### src/rtl/control_ventilacion_pkg.sv
// Shared types and constants for the ventilation supervisor: state encoding,
// duty limits and the state/temperature -> target duty mapping.
package control_ventilacion_pkg;

  typedef enum logic [1:0] {
    APAGADO = 2'b00,
    NORMAL  = 2'b01,
    ALERTA  = 2'b10,
    PELIGRO = 2'b11
  } estado_t;

  localparam logic [7:0] DUTY_MAX        = 8'd255;
  localparam logic [7:0] ALERTA_MIN_DUTY = 8'd192;
  localparam int         TEMP_SHIFT      = 4;

  function automatic logic [7:0] target_duty(estado_t s, logic [3:0] t);
    logic [7:0] scaled;
    scaled = 8'(t) << TEMP_SHIFT;
    case (s)
      APAGADO: return 8'd0;
      NORMAL:  return scaled;
      ALERTA:  return (scaled > ALERTA_MIN_DUTY) ? scaled : ALERTA_MIN_DUTY;
      default: return DUTY_MAX;
    endcase
  endfunction

endpackage

### src/rtl/control_ventilacion_pwm.sv
// PWM generator: prescaler, 8-bit frame counter, comparator with full-on
// override at DUTY_MAX, and a one-cycle pulse on the 255->0 frame wrap.
module generador_pwm
  import control_ventilacion_pkg::*;
#(
  parameter int CLK_HZ = 100_000_000,
  parameter int PWM_HZ = 25_000
) (
  input  logic       clk,
  input  logic       rst_n,
  input  logic [7:0] duty,
  output logic       pwm_out,
  output logic       frame
);

  localparam int PRESC_RAW = CLK_HZ / (PWM_HZ * 256);
  localparam int PRESC     = (PRESC_RAW < 1) ? 1 : PRESC_RAW;
  localparam int PW        = (PRESC > 1) ? $clog2(PRESC) : 1;

  logic [PW-1:0] presc_cnt;
  logic [7:0]    pwm_cnt;
  logic          tick;

  assign tick = (presc_cnt == PW'(PRESC - 1));

  always_ff @(posedge clk or negedge rst_n) begin
    if (!rst_n) begin
      presc_cnt <= '0;
      pwm_cnt   <= '0;
    end else begin
      presc_cnt <= tick ? '0 : presc_cnt + 1'b1;
      if (tick) pwm_cnt <= pwm_cnt + 8'd1;
    end
  end

  assign frame   = tick && (pwm_cnt == 8'hFF);
  // Combinational so an asynchronous reset drops the output mid-frame.
  assign pwm_out = (duty == DUTY_MAX) || (pwm_cnt < duty);

endmodule

### src/rtl/control_ventilacion.sv
// Ventilation supervisor: 4-state FSM driving fan duty, alert LED and buzzer.
// Define SOFT_START_EN to ramp the duty toward its target by RAMP_STEP per frame.
module control_ventilacion
  import control_ventilacion_pkg::*;
#(
  parameter int CLK_HZ       = 100_000_000,
  parameter int PWM_HZ       = 25_000,
  parameter int BLINK_HZ     = 2,
  parameter int HOLD_PERIODS = 64,
  parameter int RAMP_STEP    = 16
) (
  input  logic       CLK,
  input  logic       reset,
  input  logic [3:0] Temps,
  input  logic       Gas,
  input  logic       Alerta,
  input  logic       Peligro,
  input  logic       RESETFSM,
  output logic       pwm_fan,
  output logic [7:0] duty,
  output logic       led_alerta,
  output logic       buzzer,
  output logic [1:0] estado
);

`ifdef SOFT_START_EN
  localparam bit SOFT_START = 1'b1;
`else
  localparam bit SOFT_START = 1'b0;
`endif
  // Without soft start the step exceeds any possible difference, so the target loads directly.
  localparam int DUTY_STEP  = SOFT_START ? RAMP_STEP : 256;
  localparam int BLINK_RAW  = CLK_HZ / (2 * BLINK_HZ);
  localparam int BLINK_HALF = (BLINK_RAW < 1) ? 1 : BLINK_RAW;
  localparam int BLINK_W    = (BLINK_HALF > 1) ? $clog2(BLINK_HALF) : 1;
  localparam int HOLD_W     = $clog2(HOLD_PERIODS + 1);

  logic [3:0]         temps_r;
  logic               gas_r, alerta_r, peligro_r, rstfsm_r;
  estado_t            state, state_next;
  logic [7:0]         duty_q, duty_next, duty_tgt;
  logic [HOLD_W-1:0]  hold_cnt;
  logic [BLINK_W-1:0] blink_cnt;
  logic               blink_q, frame, hold_done;
  int                 diff;

  generador_pwm #(.CLK_HZ(CLK_HZ), .PWM_HZ(PWM_HZ)) u_pwm (
    .clk     (CLK),
    .rst_n   (reset),
    .duty    (duty_q),
    .pwm_out (pwm_fan),
    .frame   (frame)
  );

  assign hold_done = frame && !alerta_r && !gas_r &&
                     (hold_cnt == HOLD_W'(HOLD_PERIODS - 1));

  always_comb begin
    state_next = state;
    if (rstfsm_r) begin
      state_next = APAGADO;
    end else begin
      case (state)
        APAGADO: begin
          if (peligro_r)              state_next = PELIGRO;
          else if (alerta_r || gas_r) state_next = ALERTA;
          else                        state_next = NORMAL;
        end
        NORMAL: begin
          if (peligro_r)              state_next = PELIGRO;
          else if (alerta_r || gas_r) state_next = ALERTA;
        end
        ALERTA: begin
          if (peligro_r)      state_next = PELIGRO;
          else if (hold_done) state_next = NORMAL;
        end
        PELIGRO: state_next = PELIGRO;
        default: state_next = APAGADO;
      endcase
    end
  end

  // Duty follows the upcoming state so an exit from ALERTA lands on the new target at once.
  always_comb begin
    duty_tgt  = target_duty(state_next, temps_r);
    diff      = int'(duty_tgt) - int'(duty_q);
    duty_next = duty_q;
    if ((state_next != state) && (state_next == APAGADO || state_next == PELIGRO)) begin
      duty_next = duty_tgt;
    end else if (frame) begin
      if (diff > DUTY_STEP)       duty_next = duty_q + 8'(DUTY_STEP);
      else if (diff < -DUTY_STEP) duty_next = duty_q - 8'(DUTY_STEP);
      else                        duty_next = duty_tgt;
    end
  end

  always_ff @(posedge CLK or negedge reset) begin
    if (!reset) begin
      temps_r   <= '0;
      gas_r     <= 1'b0;
      alerta_r  <= 1'b0;
      peligro_r <= 1'b0;
      rstfsm_r  <= 1'b0;
      state     <= APAGADO;
      duty_q    <= '0;
      hold_cnt  <= '0;
      blink_cnt <= '0;
      blink_q   <= 1'b0;
    end else begin
      temps_r   <= Temps;
      gas_r     <= Gas;
      alerta_r  <= Alerta;
      peligro_r <= Peligro;
      rstfsm_r  <= RESETFSM;
      state     <= state_next;
      duty_q    <= duty_next;
      if (state != ALERTA || state_next != ALERTA || alerta_r || gas_r) hold_cnt <= '0;
      else if (frame) hold_cnt <= hold_cnt + 1'b1;
      if (blink_cnt == BLINK_W'(BLINK_HALF - 1)) begin
        blink_cnt <= '0;
        blink_q   <= ~blink_q;
      end else begin
        blink_cnt <= blink_cnt + 1'b1;
      end
    end
  end

  assign duty       = duty_q;
  assign estado     = state;
  assign led_alerta = (state == PELIGRO) || ((state == ALERTA) && blink_q);
  assign buzzer     = (state == PELIGRO) && blink_q;

endmodule
### config.mk
export PLATFORM = sky130hd
export DESIGN_NAME = control_ventilacion
export DESIGN_NICKNAME = d
export VERILOG_FILES = /design/src/rtl/control_ventilacion_pkg.sv /design/src/rtl/control_ventilacion_pwm.sv /design/src/rtl/control_ventilacion.sv
export SDC_FILE = /design/constraint.sdc
export NUM_CORES = 1
export LEC_CHECK = 0
export CORE_AREA = 2 2 78 80
export CTS_BUF_LIST = sky130_fd_sc_hd__clkbuf_8
export DETAILED_ROUTE_END_ITERATION = 6
export DIE_AREA = 0 0 80 82
export PLACE_DENSITY_LB_ADDON = 0.25
export SYNTH_ARGS = -nofsm -noshare
export SYNTH_HDL_FRONTEND = slang
export SYNTH_HIERARCHICAL = 1
export SYNTH_SLANG_ARGS = --single-unit
### constraint.sdc
create_clock -name CLK -period 3.4 [get_ports CLK]
set_input_delay 1.02 -clock CLK [delete_from_list [all_inputs] [get_ports CLK]]
set_output_delay 1.02 -clock CLK [all_outputs]
set_load 0.01 [all_outputs]
======== Word level (Yosys, flattened, before mapping) ========
Index checks and enable logic that the tools add are counted.
word-level totals
  input port bits ......................... 10
  register bits after elaboration ......... 63
  output and inout port bits .............. 13
  word-level logic and storage cells ...... 77
cells by class
  bitwise operators ....................... 1
  $add $sub $neg .......................... 5
  reductions and logical operators ........ 21
  order comparisons ....................... 4
  muxes and demuxes ....................... 18
  equality and inequality tests ........... 16
operators by type and width
  operator               count
  $mux 8                 5
  $add 25x1->25 const B  1
  $eq 25x25->1 const B   1
  $mux 25                1
  $pmux 8 s3             1
  $eq 8x8->1 const B     2
  $mux 2                 7
  $mux 7                 2
  $gt 9x10->1 const B    1
  $lt 9x9->1 const B     1
  $sub 8x8->9            1
  $add 8x1->8 const B    1
  $eq 2x2->1 const B     4
  $gt 8x8->1 const B     1
  $lt 8x8->1             1
  $ne 2x2->1 const B     4
  $pmux 2 s4             1
  $add 7x1->7 const B    1
  $eq 7x6->1 const B     1
  $logic_and 1x1->1      7
  $logic_or 1x1->1       7
  $add 4x1->4 const B    1
  $eq 2x1->1 const B     2
  $eq 4x4->1 const B     1
  other kinds (7)        10

======== Longest topological paths before layout ========
Gate-level depths: netlist (run 1).
  depth after elaboration ................. 17
  depth in mapped cells ................... 14
  gate-level depth less buffers ........... 13

======== Modules after synthesis ========
The synthesis (run 1) kept the hierarchy.
by module, submodules not included
  module               cells each  area an instance (µm²)  sequential area each (µm²)  times used
  control_ventilacion  208         2268.4                  1201.2                      1
  generador_pwm        70          720.7                   300.3                       1

======== Least setup slack after synthesis (run 1) ========
OpenSTA, ideal clock, no wires.
  path type ............................... flip-flop to flip-flop
  start point ............................. register u_pwm.presc_cnt[1]
  end point ............................... register duty_q[3], in the netlist duty[3]
  required time ........................... 3275 ps
  buffers on the path ..................... 1
  setup time .............................. 125 ps
  setup slack ............................. -216 ps
  period minus slack after synthesis ...... 3616 ps
  data arrival time ....................... 3490 ps
  cell stages (with the launch flop) ...... 15
  path through ............................ dfrtp_1 > nand2_2 > nor3b_4 > and4_2 > buf_6 > nand3_2 > or4b_4 > a211o_2 > a21oi_1 > inv_1 > ha_1 > o31ai_1 > a31o_1 > o21bai_4 > mux2_4
between the ends
  longest elaborated chain between the ends .. 15
  elaborated cells on any way between the ends .. 28
  those cells by class .................... add/sub (1); order compare (2); eq/ne (7); mux (9); reduce/logical (9)
RTL lines
  what                                                         RTL line                                              text
  start, declared                                              control_ventilacion_pwm.sv:20                         logic [PW-1:0] presc_cnt;
  start signal, assigned                                       control_ventilacion_pwm.sv:31                         presc_cnt <= tick ? '0 : presc_cnt + 1'b1;
  $eq 4x4->1 (*)                                               control_ventilacion_pwm.sv:24                         assign tick = (presc_cnt == PW'(PRESC - 1));
  $logic_and 1x1->1 (*)                                        control_ventilacion_pwm.sv:36                         assign frame = tick && (pwm_cnt == 8'hFF);
  net frame                                                    control_ventilacion.sv:44                             logic blink_q, frame, hold_done;
  $logic_and 1x1->1 (*) (3 in series)                          control_ventilacion.sv:55                             assign hold_done = frame && !alerta_r && !gas_r &&
  $mux 2 (*)                                                   control_ventilacion.sv:75                             else if (hold_done) state_next = NORMAL;
  $mux 2 (*)                                                   control_ventilacion.sv:74                             if (peligro_r) state_next = PELIGRO;
  $pmux 2 s4 (*)                                               control_ventilacion.sv:63                             case (state)
  $mux 2 (*)                                                   control_ventilacion.sv:60                             if (rstfsm_r) begin
  net state_next[0]                                            control_ventilacion.sv:40                             estado_t state, state_next;
  $eq 2x2->1 (tied with other cells)                           control_ventilacion_pkg.sv:19                         case (s)
  $pmux 8 s3                                                   control_ventilacion_pkg.sv:19
  $sub 8x8->9 or $mux 8 (tied branches)                        control_ventilacion.sv:86, control_ventilacion.sv:92
  $gt 9x10->1 (tied with other cells)                          control_ventilacion.sv:91                             if (diff > DUTY_STEP) duty_next = duty_q + 8'(DUTY_STEP);
  $ne 2x2->1 (no source line) or $mux 8 (tied branches)        -
  $reduce_and 3->1 (no source line) or $mux 8 (tied branches)  -
  end signal, assigned                                         control_ventilacion.sv:116                            duty_q <= duty_next;
  end, declared                                                control_ventilacion.sv:41                             logic [7:0] duty_q, duty_next, duty_tgt;
The timed path passes the listed nets; every way through them passes the cells marked *. The select of a mux whose other input is x is not followed.
A chain may end at the register's enable or synchronous reset.

======== Final worst setup path (run 1) ========
  start point ............................. register u_pwm.pwm_cnt[1]
  end point ............................... register duty_q[3], in the netlist duty[3]
between the ends
  longest elaborated chain between the ends .. 15
  elaborated cells on any way between the ends .. 28
  those cells by class .................... add/sub (1); order compare (2); eq/ne (7); mux (9); reduce/logical (9)
RTL lines
  what                                                         RTL line                                              text
  start, declared                                              control_ventilacion_pwm.sv:21                         logic [7:0] pwm_cnt;
  start signal, assigned                                       control_ventilacion_pwm.sv:32                         if (tick) pwm_cnt <= pwm_cnt + 8'd1;
  $eq 8x8->1 (*)                                               control_ventilacion_pwm.sv:36
  $logic_and 1x1->1 (*)                                        control_ventilacion_pwm.sv:36
  net frame                                                    control_ventilacion.sv:44
  $logic_and 1x1->1 (*) (3 in series)                          control_ventilacion.sv:55
  $mux 2 (*)                                                   control_ventilacion.sv:75
  $mux 2 (*)                                                   control_ventilacion.sv:74
  $pmux 2 s4 (*)                                               control_ventilacion.sv:63
  $mux 2 (*)                                                   control_ventilacion.sv:60
  net state_next[0]                                            control_ventilacion.sv:40
  $eq 2x2->1 (tied with other cells)                           control_ventilacion_pkg.sv:19
  $pmux 8 s3                                                   control_ventilacion_pkg.sv:19
  $sub 8x8->9 or $mux 8 (tied branches)                        control_ventilacion.sv:86, control_ventilacion.sv:92
  $gt 9x10->1 (tied with other cells)                          control_ventilacion.sv:91
  $ne 2x2->1 (no source line) or $mux 8 (tied branches)        -
  $reduce_and 3->1 (no source line) or $mux 8 (tied branches)  -
Marks and branches as above.

==> results.cfg, run 1 <==
[run_status]
run_status = complete, no violations

[sta]
finalHoldViolCount = 0
final.setup_skew_ps = 8.003
fin_worst_hold_slack_ps = 481.6
post_route_clock_period_utilization_pct = 99.05
max_slew.worst_pin.slew_ps = 833.8
setup_tns_ps = 0
maxSlewViolCount = 0
finalWorstPathRequiredPeriod_ps = 3368
finalSetupViolations = 0
timing.slew.headroom_pct = 43.99
timing.fmax_mhz = 296.9
setup_repair_after_global_routing_missed_its_margin = true

[cells_and_area]
area_growth_syn_to_layout_pct = 22.81
share_of_cells_above_drive_strength_1_pct = 18.65
fin_nets = 346
final_cell_mix = sky130_fd_sc_hd__dfrtp_1, sky130_fd_sc_hd__nor2_1, sky130_fd_sc_hd__clkdlybuf4s50_1
layout.cells.non_filler = 402
mostFrequentLayoutCell = sky130_fd_sc_hd__dfrtp_1
num_antenna_cells = 0
post-route-cell-area_um2 = 3671
nFillCells = 456

[min_path]
hold_start = blink_cnt[4]
min_delay_path_depth = 1
timing.hold.worst.class = reg2reg
worst_hold_endpoint = blink_cnt[4]

[yosys]
synth_cell_types = 50
proportion_of_synthesized_flip_flops_having_asynchronous_set_or_reset_pct = 100.0
synthesized_area_per_cell_um2 = 10.75
synth-edff-count = 0
ys_seq_area_share_pct = 50.23
netlist_instances = 278
mappedNetlistArea_um2 = 2989
syn-num-nets = 301
synthesis.yosys.warnings = 6
dominantRegCellSynth = sky130_fd_sc_hd__dfrtp_1
flip_flop_and_latch_count_after_synthesis = 60

[critical_path]
worstSetupPathType = reg2reg
r2r_end = duty[3]
worst-r2r-setup-slack_ps = 30
setup.worst_path.start_class = flip-flop
crit_required_ps = 3620
worst_ep_arrival_time_ps = 3590
cp_slowest_stage_delay_ps = 560
cell_chain_critical_path = ha_2 > and3_4 > and4_4 > nand3_2 > or4b_4 > a211o_4 > a21oi_4 > inv_2 > ha_4 > o31ai_1 > a31o_1 > o21bai_4 > mux2_4
reg2reg_depth = 13
worst_setup_path_end_kind = flip-flop
highest_fanout_seen_on_the_critical_path = 5
worst_path_cell_with_the_longest_stage_delay = sky130_fd_sc_hd__or4b_4
crit-reg2reg-launch = u_pwm/pwm_cnt[1]

[power_and_ir_drop]
power-per-cell-area_nw_per_um2 = 471.6
p_leak_nw = 1.626
total_power_mw = 1.731
peakVddDrop_v = 0.0003516

[drt]
route.detailed.vias_per_inst = 5.383
wl_per_cell_um = 13.54
first_iter_violations = 106
ant_nets = 0
dr.pass1.iters = 4
detail_route.wirelength_mm = 5.443
drt_drc_violations_left = 0
dr_total_vias = 2164

[cts]
cts-buffers-inserted = 9
cts.reportedPaths.clkPinSlew_ps = 60
worstSkewPairLatency_ps = 340
cts_hold_buf = 0
clk_path_buf_depth = 2
cts.htree.levels = 3
clock-root-buffer = sky130_fd_sc_hd__clkbuf_8
cts_tree = yes
clock_sinks = 60

[global_routing]
sum_of_overflow_across_all_layers_after_global_routing = 0
grt_start_max_net_pins = 26
first_global_vias = 1981
gr-usage-all-layers_pct = 18.41
antenna_found_initial = 0
global_route_wire_length_before_repair_mm = 9.066

[placement]
place_congestion = 0.7783
placed_standard_cell_area_um2 = 3358
i_o_buffers = 22
hpwl_mm = 3.849
dpl.cell_count = 380

[flow_run]
cap_viol_max_count = 0

[floorplanning]
design.portCount = 23
floorplan.die_area_um2 = 6560
effective_utilization_at_floorplan_pct = 52.03
fp.coreArea_um2 = 5746
die_height_um = 82
chipWidth_um = 80
placement_rows = 28
[per-stage QoR]
| step | setup WS [ps] | utilization [%] |
|---|---|---|
| 2_1_floorplan | -85.91 | - |
| 6_report | 32.36 | 63.89 |
| 4_1_cts | 9.483 | 62.59 |
| 3_3_place_gp | 106.2 | 58.45 |
| 3_5_place_dp | 34.36 | 58.45 |
| 5_1_grt | -93.86 | 63.89 |
[flip-flops by register name, indices dropped and copies added (netlist names), 2 cells and up]
register,flops
estado,2
u_pwm/presc_cnt,4
duty,5
blink_cnt,25
hold_cnt,7
temps_r,4
u_pwm/pwm_cnt,8
[how the worst max path moves through the flow]
stage / start / endpoint / slack, ps
6_report: u_pwm/pwm_cnt[1] / duty[3] / 30
4_1_cts: u_pwm/pwm_cnt[0] / duty[3] / 9
3_3_place_gp: u_pwm/pwm_cnt[0] / duty[3] / 110
2_1_floorplan: u_pwm/presc_cnt[1] / duty[3] / -90
5_1_grt: u_pwm/pwm_cnt[1] / duty[7] / -90
3_5_place_dp: u_pwm/pwm_cnt[0] / duty[3] / 30
[critical path: cells and delay by family (launching register included)]
family	cells	cell delay (ps)
compound gates	5	1060
fa+ha+maj	2	440
buf+inv	1	60
flops	1	360
mux	1	320
simple gates	4	1030
[timing repair]
action	CTS	global route
gates resized for setup	0	5
buffers inserted	0	7
endpoints found under the setup margin	0	6
[Yosys cell counts, types with 2 or more instances]
library cell	n	area, µm²
sky130_fd_sc_hd__a211o_2	2	20.02
sky130_fd_sc_hd__a21o_1	2	15.01
sky130_fd_sc_hd__a21oi_1	9	45.04
sky130_fd_sc_hd__and3_1	3	18.77
sky130_fd_sc_hd__and3_2	2	15.01
sky130_fd_sc_hd__buf_4	4	30.03
sky130_fd_sc_hd__dfrtp_1	60	1501
sky130_fd_sc_hd__ha_1	13	162.7
sky130_fd_sc_hd__inv_1	17	63.81
sky130_fd_sc_hd__mux2_2	2	22.52
sky130_fd_sc_hd__mux2_4	3	45.04
sky130_fd_sc_hd__mux2i_1	3	30.03
sky130_fd_sc_hd__nand2_1	17	63.81
sky130_fd_sc_hd__nand3_1	15	75.07
sky130_fd_sc_hd__nand4_1	15	93.84
sky130_fd_sc_hd__nor2_1	30	112.6
sky130_fd_sc_hd__nor2b_1	2	12.51
sky130_fd_sc_hd__nor3_1	6	30.03
sky130_fd_sc_hd__nor4_2	2	25.02
sky130_fd_sc_hd__o21ai_0	9	45.04
sky130_fd_sc_hd__or3_1	2	12.51
sky130_fd_sc_hd__xnor2_1	15	131.4
sky130_fd_sc_hd__xor2_1	18	157.7
[final cells by class]
type	instances	area [µm²]	area share, %
Clock buffer	10	137.6	3.749
Sequential cell	60	1501	40.90
Multi-Input combinational cell	194	1414	38.51
Timing Repair Buffer	41	360.3	9.816
Inverter	17	63.81	1.738
Clock inverter	5	100.1	2.727
Tap cell	75	93.84	2.556
[routing by layer]
layer / share of wire, % / global-route usage [%] / vias up
li1: - / - / 1064
met5: 0 / 0 / -
met2: 47 / 29.25 / 42
met4: 1.1 / 5.085 / 0
met3: 4.6 / 7.363 / 8
met1: 47 / 23.50 / 1050
[power by group]
part           internal [mW]  total, mW  switching, mW
combinational          0.114      0.201         0.0870
clock                  0.500      0.768          0.268
sequential             0.736      0.762         0.0261
total                   1.35       1.73          0.381
[cells by family after synthesis]
kind of cell    count (synthesis)  share of synthesized area, %
simple gates                  108                         20.22
flops                          60                         50.23
xor+xnor                       33                         9.669
compound gates                 32                         7.367
buf+inv                        24                         3.809
fa+ha+maj                      13                         5.442
mux                             8                         3.265
Note: power is estimated with default switching activity, not from simulation.
==> run 2: changes to the inputs <==
--- a/config.mk
+++ b/config.mk
@@ -5,6 +5,7 @@
 export SDC_FILE = /design/constraint.sdc
 export NUM_CORES = 1
 export LEC_CHECK = 0
+export ABC_CLOCK_PERIOD_IN_PS = 3400
 export CORE_AREA = 2 2 78 80
 export CTS_BUF_LIST = sky130_fd_sc_hd__clkbuf_8
 export DETAILED_ROUTE_END_ITERATION = 6
==> results of run 2 <==
Same layout as run 1: the final DEF is identical, and so are final timing and power.
==> variant 1: new RTL, flow settings as in run 1 <==
Add a define of `SOFT_START_EN`.
--- a/src/rtl/control_ventilacion.sv
+++ b/src/rtl/control_ventilacion.sv
@@ -1,4 +1,6 @@
 // Ventilation supervisor: 4-state FSM driving fan duty, alert LED and buzzer.
 // Define SOFT_START_EN to ramp the duty toward its target by RAMP_STEP per frame.
+`define SOFT_START_EN
+
 module control_ventilacion
   import control_ventilacion_pkg::*;
Check against the original RTL: same outputs for any inputs over 10 cycles, from zero or initial values and one cycle with reset low; that may be too few to reach the edited logic, so the function may still have changed.
==> variant 1 against run 1 <==
The run now ends with setup timing left. Largest cell class is now multi-input combinational cells. Sequential cell count unchanged. Routed wire length up 31%. Synthesized cell count up 23%. Hold slack better by 0.016 ns. Final area up 19%. Final cell count up 25%. Count of clock-buffer cells in the layout up 1. Critical path type unchanged. Worst setup slack worse by 1.0 ns. Area after synthesis up 12%.
Power is not compared: it rests on default switching activity, and its combinational part moved more than twofold at a synthesized area within 25%.
==> variant 1: results <==
export IMPL_cts_buffers=9
export IMPL_hpwlAfterDp_um=5050
export IMPL_ff2ff_path_depth=18
export IMPL_synth_compound_area_share_pct=11.1
export IMPL_n_fill_cell=410
export IMPL_yosysUniqueCellTypes=51
export IMPL_antenna_found_initial=0
export IMPL_ys_seq_area_share_pct=44.7
export IMPL_worst_clock_skew_ns=0.00953
export IMPL_synth_warning_count=6
export IMPL_timing_critical_path_slowest_cell_delay_ns=0.48
export IMPL_cts_clk_slew_worst_paths_ns=0.07
export IMPL_slowest_stage="sky130_fd_sc_hd__or4_4"
export IMPL_setup_viol=5
export IMPL_synth_common_cells="sky130_fd_sc_hd__dfrtp_1, sky130_fd_sc_hd__nand2_1, sky130_fd_sc_hd__nor2_1"
export IMPL_synth_xor_xnor_area_share_pct=9.92
export IMPL_viasPerCell=5.50
export IMPL_fin_worst_hold_slack_ns=0.497
export IMPL_run_status="complete, but fails checks"
export IMPL_max_vdd_ir_drop_uv=402
export IMPL_place_gp_congestion=0.854
export IMPL_post_layout_nonfiller_instances=503
export IMPL_grt_util_all_layers_pct=23.6
export IMPL_placed_cells_incl_taps=478
export IMPL_drt_first_iter_violations=90
export IMPL_hold_path_class="reg -> reg"
export IMPL_crit_path_start="u_pwm/pwm_cnt[0]"
export IMPL_critical_path_arrival_ns=4.64
export IMPL_number_of_global_route_vias_before_repair=2783
export IMPL_p_leak_nw=1.97
export IMPL_synth_cells=341
export IMPL_grt_first_pass_wirelength_um=11900
export IMPL_max_clock_path_buffers=2
export IMPL_h_tree_depth=3
export IMPL_critical_path_top_delay_family="compound AO/OA/AOI/OAI gates"
export IMPL_synth_fp_nets=372
export IMPL_yosys_area_top_type_share_pct=44.7
export IMPL_synth_async_sr_flop_share_pct=100
export IMPL_buffer_ports_inserted=22
export IMPL_ys_top_cells_by_area="sky130_fd_sc_hd__dfrtp_1, sky130_fd_sc_hd__ha_1, sky130_fd_sc_hd__xnor2_1, sky130_fd_sc_hd__xor2_1, sky130_fd_sc_hd__nand2_1"
export IMPL_critPathCaptureType="flop"
export IMPL_synth_area_mux_share_pct=2.83
export IMPL_ctsRootBufferMaster="sky130_fd_sc_hd__clkbuf_8"
export IMPL_final_setup_worst_slack_ns=-0.984
export IMPL_drive_above_1_share_pct=23.4
export IMPL_design_final_nets=454
export IMPL_postRouteWirelength_um=7110
export IMPL_r2r_path_end="duty[2]"
export IMPL_clk_latency_ns=0.34
export IMPL_grt_max_degree=34
export IMPL_violations="setup timing"
export IMPL_detailed_place_area_mm2=0.00402
export IMPL_critical_path_max_fanout=6
export IMPL_dpl_worst_slack_ns=-0.954
export IMPL_slew_limit_headroom_pct=60.3
export IMPL_synth_fa_ha_area_share_pct=7.83
export IMPL_first_pass_iters=4
## variant 1: changes by cell type in the layout (fill, tap and decap cells not counted), moves of 4 or more
cell                      change
sky130_fd_sc_hd__ha_4         +4
sky130_fd_sc_hd__inv_1        +6
sky130_fd_sc_hd__xnor2_1      +6
sky130_fd_sc_hd__ha_1         +4
sky130_fd_sc_hd__nand2_1     +13
sky130_fd_sc_hd__o21ai_0      +5
sky130_fd_sc_hd__buf_4       +36
sky130_fd_sc_hd__nor2b_1      +4
sky130_fd_sc_hd__and3_1       +5
## variant 1: logic make-up after synthesis
kind of cell	count (synthesis)
adder cells (fa/ha/maj)	21
buffers and inverters	28
multiplexers	8
flip-flops	60
XOR/XNOR	38
AND/OR/NAND/NOR	129
AO/OA/AOI/OAI	57
## variant 1: cell type report
type                            count  share of cell area [%]
Clock buffer                       11                    3.47
Clock inverter                      5                    1.15
Inverter                           22                    1.89
Multi-Input combinational cell    253                    42.6
Sequential cell                    60                    34.4
Tap cell                           75                    2.15
Timing Repair Buffer               77                    14.4
## variant 1: metal layers
layer  global-route usage, %  wire, µm  share of wire, %  up-vias
li1                        -         -                 -     1366
met1                    26.9      3080                43     1319
met2                    42.7      3650                51       63
met3                    5.60       220               3.1       16
met4                    9.83       156               2.2        0
met5                       0         0                 0        -
## variant 1: repair_timing
item                       CTS  global route
setup endpoints to repair    5             6
pin swaps                    6             8
gates resized for setup      8             7
buffers inserted             5             4
## variant 1: worst min-delay path by stage
| stage | start | endpoint |
|---|---|---|
| floorplan | blink_q | blink_q |
| global placement | blink_q | blink_q |
| detailed placement | blink_cnt[4] | blink_cnt[4] |
| CTS | blink_q | blink_q |
| global route | blink_q | blink_q |
| finish | blink_q | blink_q |
## variant 1: where the power goes
| group | leakage, nW | switching [W] | internal (W) |
|---|---|---|---|
| Combinational | 1.08 | 0.000333 | 0.000346 |
| Sequential | 0.775 | 0.0000309 | 0.000736 |
| Clock | 0.109 | 0.000273 | 0.000373 |
| Total | 1.97 | 0.000637 | 0.00145 |
## variant 1: stage by stage
stage	TNS, ns	util [%]	power [W]
2_1_floorplan	-4.76	-	0.00118
3_3_place_gp	-4.02	69.9	0.00138
3_5_place_dp	-4.56	69.9	0.00140
4_1_cts	-4.38	74.9	0.00207
5_1_grt	-5.57	76.0	0.00221
6_report	-4.71	76.0	0.00209
==> variant 2: new RTL, config.mk and constraints of run 1 <==
Made on the original files. Compare `hold_cnt` against `HOLD_W'(HOLD_PERIODS - 1)` with >= in place of ==.
--- a/src/rtl/control_ventilacion.sv
+++ b/src/rtl/control_ventilacion.sv
@@ -54,5 +54,5 @@
 
   assign hold_done = frame && !alerta_r && !gas_r &&
-                     (hold_cnt == HOLD_W'(HOLD_PERIODS - 1));
+                     (hold_cnt >= HOLD_W'(HOLD_PERIODS - 1));
 
   always_comb begin
Function: same outputs for any inputs over 10 cycles, from zero or initial values and one cycle with reset low; that may be too few to reach the edited logic, so the function may still have changed.
==> variant 2 against run 1 <==
Synthesized cell count decreased by 0.72%. Routed wire length decreased by 1.1%. Sequential cell count unchanged. Power decreased by 8.4%. Largest cell class unchanged. Via count decreased by 3.4%. Utilization decreased by 3.0 points. Area after synthesis decreased by 0.17%. Fmax increased by 10%. Highest routed layer unchanged. Worst setup slack improved by 0.31 ns. Count of clock-buffer cells in the layout increased by 1. Combinational power decreased by 9%. Final area decreased by 4.8%.
==> variant 2: results <==
export IMPL_run_status="completed"
export IMPL_detail_route_met2_wl_um=2450
export IMPL_met3_layer_usage_reported_by_global_route_pct=5.82
export IMPL_grt_use_met2_pct=27.4
export IMPL_cellInternalPower_w=0.00121
export IMPL_drt_first_iter_violations=97
export IMPL_synth_xor_xnor_area_share_pct=9.69
export IMPL_ys_top_cells_by_area="sky130_fd_sc_hd__dfrtp_1, sky130_fd_sc_hd__xnor2_1, sky130_fd_sc_hd__ha_1, sky130_fd_sc_hd__nor2_1, sky130_fd_sc_hd__xor2_1"
export IMPL_slowest_stage="sky130_fd_sc_hd__dfrtp_1"
export IMPL_whs_endpoint="blink_cnt[0]"
export IMPL_synth_compound_area_share_pct=7.67
export IMPL_max_slew_worst_pin_slew_ns=0.750
export IMPL_hpwlAfterDp_um=3620
export IMPL_yosysUniqueCellTypes=48
export IMPL_worst_clock_skew_ns=0.00796
export IMPL_critical_path_max_fanout=7
export IMPL_place_gp_congestion=0.807
export IMPL_seq_power_share_pct=48.0
export IMPL_ff2ff_path_depth=12
export IMPL_clkPwrFrac_pct=40.4
export IMPL_antenna_found_initial=0
export IMPL_reg2reg_from="u_pwm/pwm_cnt[0]"
export IMPL_synth_area_mux_share_pct=2.89
export IMPL_use_met1_pct=24.1
export IMPL_number_of_global_route_vias_before_repair=2017
export IMPL_synth_fp_nets=299
export IMPL_design_final_nets=330
export IMPL_m1WireLength_um=2630
export IMPL_crit_path_start="u_pwm/pwm_cnt[0]"
export IMPL_r2r_path_end="duty[6]"
export IMPL_ys_seq_area_share_pct=50.3
export IMPL_wl_met3_um=211
export IMPL_max_vdd_ir_drop_uv=277
export IMPL_grt_max_degree=61
export IMPL_ctsRootBufferMaster="sky130_fd_sc_hd__clkbuf_8"
export IMPL_min_delay_start="blink_cnt[0]"
export IMPL_grt_first_pass_wirelength_um=8970
export IMPL_reg2reg_setup_slack_ns=0.34
export IMPL_grt_util_all_layers_pct=18.0
export IMPL_buffer_ports_inserted=22
export IMPL_postRouteWirelength_um=5380
export IMPL_detailed_place_area_mm2=0.00328
export IMPL_synth_fa_ha_area_share_pct=5.45
export IMPL_synth_common_cells="sky130_fd_sc_hd__dfrtp_1, sky130_fd_sc_hd__nor2_1, sky130_fd_sc_hd__xnor2_1"
export IMPL_drive_above_1_share_pct=14.7
export IMPL_p_leak_nw=1.54
export IMPL_timing_critical_path_slowest_cell_delay_ns=0.41
variant 2: area by class of cell:
class / count / area (µm²)
fill: 496 / 2250
sequential: 60 / 1500
multi-input combinational: 193 / 1380
timing repair buffer: 27 / 255
clock buffer: 11 / 151
tap: 75 / 93.8
inverter: 16 / 60.1
clock inverter: 5 / 50.0
variant 2: metrics by stage:
stage               total power [W]  setup slack (ns)  instances  hold WS, ns  utilization, %
floorplan                  0.000862             0.167        276        0.455               -
global placement           0.000951             0.399        369        0.475            57.0
detailed placement         0.000954             0.357        369        0.490            57.0
CTS                         0.00160          0.000189        385        0.500            60.5
global route                0.00166            0.0781        387        0.514            60.8
finish                      0.00159             0.338        387        0.496            60.8
variant 2: cell families after synthesis:
logic type | Yosys count
buffers and inverters | 23
multiplexers | 8
adder cells (fa/ha/maj) | 13
AND/OR/NAND/NOR | 103
flip-flops | 60
XOR/XNOR | 33
AO/OA/AOI/OAI | 36
